## config.mk

```make
export PLATFORM = sky130hd
export DESIGN_NAME = subleq_sequencer_flat
export DESIGN_NICKNAME = d
export VERILOG_FILES = /design/src/rtl/subleq_sequencer_if.sv /design/src/rtl/subleq_sequencer.sv /design/src/flat_wrapper.sv
export SDC_FILE = /design/constraint.sdc
export NUM_CORES = 1
export LEC_CHECK = 0
export ABC_AREA = 1
export CAP_MARGIN = 25
export CORE_UTILIZATION = 36
export DETAILED_ROUTE_END_ITERATION = 8
export GPL_TIMING_DRIVEN = 0
export SYNTH_ARGS = -nofsm -noshare
export SYNTH_HDL_FRONTEND = slang
export SYNTH_SLANG_ARGS = --single-unit
```

## constraint.sdc

```tcl
create_clock -name clk -period 4.43 [get_ports clk]
set_input_delay 0.886 -clock clk [delete_from_list [all_inputs] [get_ports clk]]
set_output_delay 0.886 -clock clk [all_outputs]
set_load 0.1 [all_outputs]
```

## src/rtl/subleq_sequencer_if.sv

```systemverilog
// CPU-side bus between the SUBLEQ sequencer (master) and the memory-mapped I/O decoder (slave).
`ifndef WORD_SIZE
`define WORD_SIZE 8
`endif

interface subleq_sequencer_if #(parameter int W = `WORD_SIZE);
    logic [W-1:0] addr;
    logic         load;
    logic [W-1:0] data_out;
    logic [W-1:0] data_in;
    logic         halt;

    modport master (output addr, output load, output data_out, input data_in, input halt);
    modport slave  (input addr, input load, input data_out, output data_in, output halt);
endinterface

```

## src/rtl/subleq_sequencer.sv

```systemverilog
// SUBLEQ control sequencer: fetch A/B/C, read operands, write B-A back, branch on result <= 0.
`ifndef WORD_SIZE
`define WORD_SIZE 8
`endif

module subleq_sequencer #(
    parameter int WORD_SIZE = `WORD_SIZE
) (
    input  logic                 clk,
    input  logic                 rst,
    input  logic                 enable,
    subleq_sequencer_if.master   bus,
    output logic                 halted,
    output logic [WORD_SIZE-1:0] pc
);

    typedef enum logic [2:0] {
        S_FA   = 3'd0,
        S_FB   = 3'd1,
        S_FC   = 3'd2,
        S_RA   = 3'd3,
        S_RB   = 3'd4,
        S_WR   = 3'd5,
        S_HALT = 3'd6
    } state_t;

    localparam logic [WORD_SIZE-1:0] ZERO = {WORD_SIZE{1'b0}};

    state_t               r_state;
    state_t               w_next;
    state_t               w_seq;
    logic [WORD_SIZE-1:0] r_pc;
    logic [WORD_SIZE-1:0] r_a;
    logic [WORD_SIZE-1:0] r_b;
    logic [WORD_SIZE-1:0] r_c;
    logic [WORD_SIZE-1:0] r_va;
    logic [WORD_SIZE-1:0] r_vb;
    logic                 r_halted;

    logic [WORD_SIZE-1:0] w_pc1;
    logic [WORD_SIZE-1:0] w_pc2;
    logic [WORD_SIZE-1:0] w_pc3;
    logic [WORD_SIZE-1:0] w_diff;
    logic                 w_le0;
    logic                 w_run;
    logic                 w_adv;
    logic [WORD_SIZE-1:0] w_addr;
    logic                 w_load;
    logic [WORD_SIZE-1:0] w_dout;

    assign w_pc1  = r_pc + WORD_SIZE'(1);
    assign w_pc2  = r_pc + WORD_SIZE'(2);
    assign w_pc3  = r_pc + WORD_SIZE'(3);
    assign w_diff = r_vb - r_va;
    assign w_le0  = (w_diff == ZERO) || w_diff[WORD_SIZE-1];
    assign w_run  = enable && (r_state != S_HALT);
    // Registers only advance when running and the decoder is not signalling halt.
    assign w_adv  = w_run && !bus.halt;

    // State register.
    always_ff @(posedge clk or posedge rst) begin
        if (rst) begin
            r_state <= S_FA;
        end else begin
            r_state <= w_next;
        end
    end

    // Next state and bus drive; a stalled or halted core parks the bus at addr 0, read.
    always_comb begin
        w_next = r_state;
        w_seq  = r_state;
        w_addr = ZERO;
        w_load = 1'b1;
        w_dout = ZERO;
        if (w_run) begin
            case (r_state)
                S_FA: begin w_addr = r_pc;  w_seq = S_FB; end
                S_FB: begin w_addr = w_pc1; w_seq = S_FC; end
                S_FC: begin w_addr = w_pc2; w_seq = S_RA; end
                S_RA: begin w_addr = r_a;   w_seq = S_RB; end
                S_RB: begin w_addr = r_b;   w_seq = S_WR; end
                S_WR: begin
                    w_addr = r_b;
                    w_load = 1'b0;
                    w_dout = w_diff;
                    w_seq  = S_FA;
                end
                default: w_seq = S_HALT;
            endcase
            if (bus.halt) begin
                w_next = S_HALT;
            end else begin
                w_next = w_seq;
            end
        end else begin
            w_next = r_state;
        end
    end

    // Architectural state: operand latches, pc and the sticky halted flag.
    always_ff @(posedge clk or posedge rst) begin
        if (rst) begin
            r_pc     <= ZERO;
            r_a      <= ZERO;
            r_b      <= ZERO;
            r_c      <= ZERO;
            r_va     <= ZERO;
            r_vb     <= ZERO;
            r_halted <= 1'b0;
        end else begin
            r_halted <= r_halted || (w_run && bus.halt);
            if (w_adv) begin
                case (r_state)
                    S_FA:    r_a  <= bus.data_in;
                    S_FB:    r_b  <= bus.data_in;
                    S_FC:    r_c  <= bus.data_in;
                    S_RA:    r_va <= bus.data_in;
                    S_RB:    r_vb <= bus.data_in;
                    S_WR:    r_pc <= w_le0 ? r_c : w_pc3;
                    default: r_pc <= r_pc;
                endcase
            end
        end
    end

    assign bus.addr     = w_addr;
    assign bus.load     = w_load;
    assign bus.data_out = w_dout;
    assign halted       = r_halted;
    assign pc           = r_pc;

endmodule

```

## src/flat_wrapper.sv

```systemverilog
// flat-port wrapper written by rule: the top's interface ports become plain ports
module subleq_sequencer_flat 
#(
    parameter int WORD_SIZE = `WORD_SIZE
)
  (clk, rst, enable, halted, pc, bus_addr, bus_load, bus_data_out, bus_data_in, bus_halt);
  subleq_sequencer_if #(.W(8)) bus_i ();
  input  logic clk;
  input  logic rst;
  input  logic enable;
  output logic halted;
  output logic [WORD_SIZE-1:0] pc;
  output wire logic [$bits(bus_i.addr)-1:0] bus_addr;
  output wire logic [$bits(bus_i.load)-1:0] bus_load;
  output wire logic [$bits(bus_i.data_out)-1:0] bus_data_out;
  input wire logic [$bits(bus_i.data_in)-1:0] bus_data_in;
  input wire logic [$bits(bus_i.halt)-1:0] bus_halt;
  assign bus_addr = bus_i.addr;
  assign bus_load = bus_i.load;
  assign bus_data_out = bus_i.data_out;
  assign bus_i.data_in = bus_data_in;
  assign bus_i.halt = bus_halt;
  subleq_sequencer #(.WORD_SIZE(WORD_SIZE)) u_core (.clk(clk), .rst(rst), .enable(enable), .bus(bus_i), .halted(halted), .pc(pc));
endmodule
```

==> results.yml <==
floorplan:
  fp.dieW_um: 97.2
  ios: 38
  core_um2: 8760
  start_util: 0.373
  rows: 34
  die_h_um: 97.2
  die_area_um2: 9460
logic_synthesis:
  synth_enable_flop_cells: 0
  yosys-top-cells-area: "dfrtp_1 (40%), nand2_1 (14%), inv_1 (6.4%), o21ai_1 (5.2%), nand3_1 (4.6%)"
  ys_seq_area_frac: 0.398
  synth-async-reset-ratio: 1.00
  syn_area_um2: 3270
  synth_top_area_frac: 0.398
  avgSynthCellArea_um2: 7.74
  synthFlopType: "dfrtp_1"
  synth_fp_nets: 446
  synthCells: 422
  yosysTopAreaCell: "dfrtp_1"
  ys_warn_count: 0
  ys_ff_latch: 52
  synth.distinct_cells: 36
job:
  cap_viol_max_count: 0
critical_path:
  criticalPathCategory: "flip-flop to primary output"
  cp_data_arrival_time_ns: 3.10
  cp_max_fo: 10
  r2r_end: "u_core.pc[5]$_DFFE_PP0P_"
  cp-end-kind: "primary output"
  r2r_cells: 12
  endpoint: "bus_data_out[7]"
  cp.required_ns: 3.54
  cp-start-kind: "flip-flop"
  r2r-start: "u_core.r_vb[0]$_DFFE_PP0P_"
  crit_start: "u_core.r_vb[4]$_DFFE_PP0P_"
  rrSetupSlack_ns: 2.24
drt:
  firstDrtPassIters: 5
  wirelength_mm: 7.82
  vias: 2834
  drtIter0Drc: 173
  ant_nets: 0
  drc: 0
  avgViaCountPerCell: 4.92
  wl_per_cell_um: 13.6
clock_tree:
  cts_tree: "yes"
  clock_path_buffers: 2
  cts_root_buf: "clkbuf_8"
  numCtsBuffers: 5
  post-cts-setup-buffer-count: 0
  clkTransAtPathRegs_ns: 0.11
  post_cts_resized: 0
  cts_hold_repair.buffers: 0
  worstSkewPairLatency_ns: 0.32
  cts_sinks: 52
  htree_levels: 2
timing:
  fin_skew_ns: 0.0144
  rsz0062_at_grt: "no"
  finalSetupTns_ns: 0
  hold_violations: 0
  setup_violations: 0
  worstMarginPinSlew_ns: 0.976
  max_freq_mhz: 251
  max_slew_margin: 0.347
  layout_min_cycle_time_ns: 3.99
  finalWorstSetupSlack_ns: 0.444
  finalCritPeriodShare: 0.900
  final-max-slew-violation-count: 0
grt:
  grt_pass1_vias: 2604
  antenna_found_initial: 0
  track_usage: 0.171
  overflow: 0
  grt_max_degree: 41
  grt_pass1_wl_mm: 13.0
place:
  place.gp.congestion: 0.853
  place_ws_ns: 0.448
  dp_hpwl_mm: 6.03
  port_buffers: 37
layout:
  syn_to_final_growth_pct: 19.2
  diodes: 0
  drive_gt1_frac: 0.120
  nNetsFinal: 491
power:
  powerDensity_nw_per_um2: 214
  vdd_drop_max_v: 0.000136
  power_leakage_nw: 1.95
run_status:
  status: "finished clean"
worst_hold_path:
  hold_class: "flip-flop to flip-flop"
-- cells in the final DEF, fill, tap and decap left out, drive strengths merged, types with 3 or more instances in the layout --
cell           count
a31oi              3
xor2               8
ha                11
dfrtp             52
buf                9
inv               64
o21ai             47
nand3             34
nor2              31
a21oi             13
a221oi             3
a22o               3
clkinv             3
clkbuf             5
nor3               3
clkdlybuf4s50     37
nand4              3
nand2            131
-- per-stage QoR --
stage / utilization / area [um^2] / std cells / power, mW / hold slack (ns)
after floorplan: - / 3270 / 422 / 0.521 / 0.455
after global placement: 0.430 / 3770 / 567 / 0.543 / 0.463
after detailed placement: 0.433 / 3790 / 568 / 0.546 / 0.465
after CTS: 0.444 / 3890 / 576 / 0.843 / 0.494
after global routing: 0.444 / 3890 / 576 / 0.868 / 0.520
final: 0.444 / 3890 / 576 / 0.832 / 0.484
-- synthesized netlist by cell type, drive strengths merged (8+ instances only) --
master / count
a21oi: 13
buf: 8
dfrtp: 52
ha: 11
inv: 63
nand2: 131
nand3: 34
nor2: 31
o21ai: 47
xor2: 8
-- power by group --
part / switching, mW / internal [mW]
registers: 0.00151 / 0.477
clock network: 0.177 / 0.119
logic: 0.0403 / 0.0166
-- area by class of cell --
class                      count  area [um^2]
multi-input combinational    298         1650
fill                         897         4870
buffer                         8         77.6
clock buffer                   5         68.8
tap                          108          135
inverter                      64          240
timing repair buffer          38          390
sequential                    52         1300
clock inverter                 3         33.8
-- critical path, cell delays in order, from the launching register on --
cell and delay [ns]:
dfrtp_1 0.41, ha_1 0.36, a21oi_1 0.25, o21a_1 0.16, nand2_1 0.05, nand2_1 0.06, nand2_2 0.17, nor2_1 0.16
clkdlybuf4s50_1 1.15
-- worst min path at each step --
stage / cells past startpoint / end / start / slack [ns]
after global routing: 2 / u_core.r_c[1]$_DFFE_PP0P_ / u_core.r_c[1]$_DFFE_PP0P_ / 0.52
after floorplan: 2 / u_core.r_vb[0]$_DFFE_PP0P_ / u_core.r_vb[0]$_DFFE_PP0P_ / 0.45
after global placement: 1 / u_core.halted$_DFF_PP0_ / u_core.halted$_DFF_PP0_ / 0.46
after detailed placement: 1 / u_core.halted$_DFF_PP0_ / u_core.halted$_DFF_PP0_ / 0.47
final: 1 / u_core.halted$_DFF_PP0_ / u_core.halted$_DFF_PP0_ / 0.48
after CTS: 1 / u_core.halted$_DFF_PP0_ / u_core.halted$_DFF_PP0_ / 0.49
-- kinds of logic (layout without fill, tap and decap cells) --
family	Yosys count	count (layout)	synth area share
flip-flops	52	52	0.398
AO/OA/AOI/OAI	74	74	0.134
XOR/XNOR	8	8	0.0215
AND/OR/NAND/NOR	204	204	0.300
buffers and inverters	72	118	0.0973
adder cells (fa/ha/maj)	12	12	0.0483
-- flip-flops by register name, summed over array words and instances (netlist names) --
register / count
u_core.pc: 8
u_core.r_a: 8
u_core.r_b: 8
u_core.r_c: 8
u_core.r_va: 8
u_core.r_vb: 8
u_core.r_state: 3
u_core.halted: 1
-- routing by layer --
layer / GRT usage / vias to the layer above / part of all wire
li1: - / 1439 / -
met1: 0.257 / 1324 / 0.50
met2: 0.257 / 64 / 0.45
met3: 0.0259 / 7 / 0.043
met4: 0.0430 / 0 / 0.011
met5: 0 / - / 0
No activity file was read; power rests on OpenSTA's default activity.
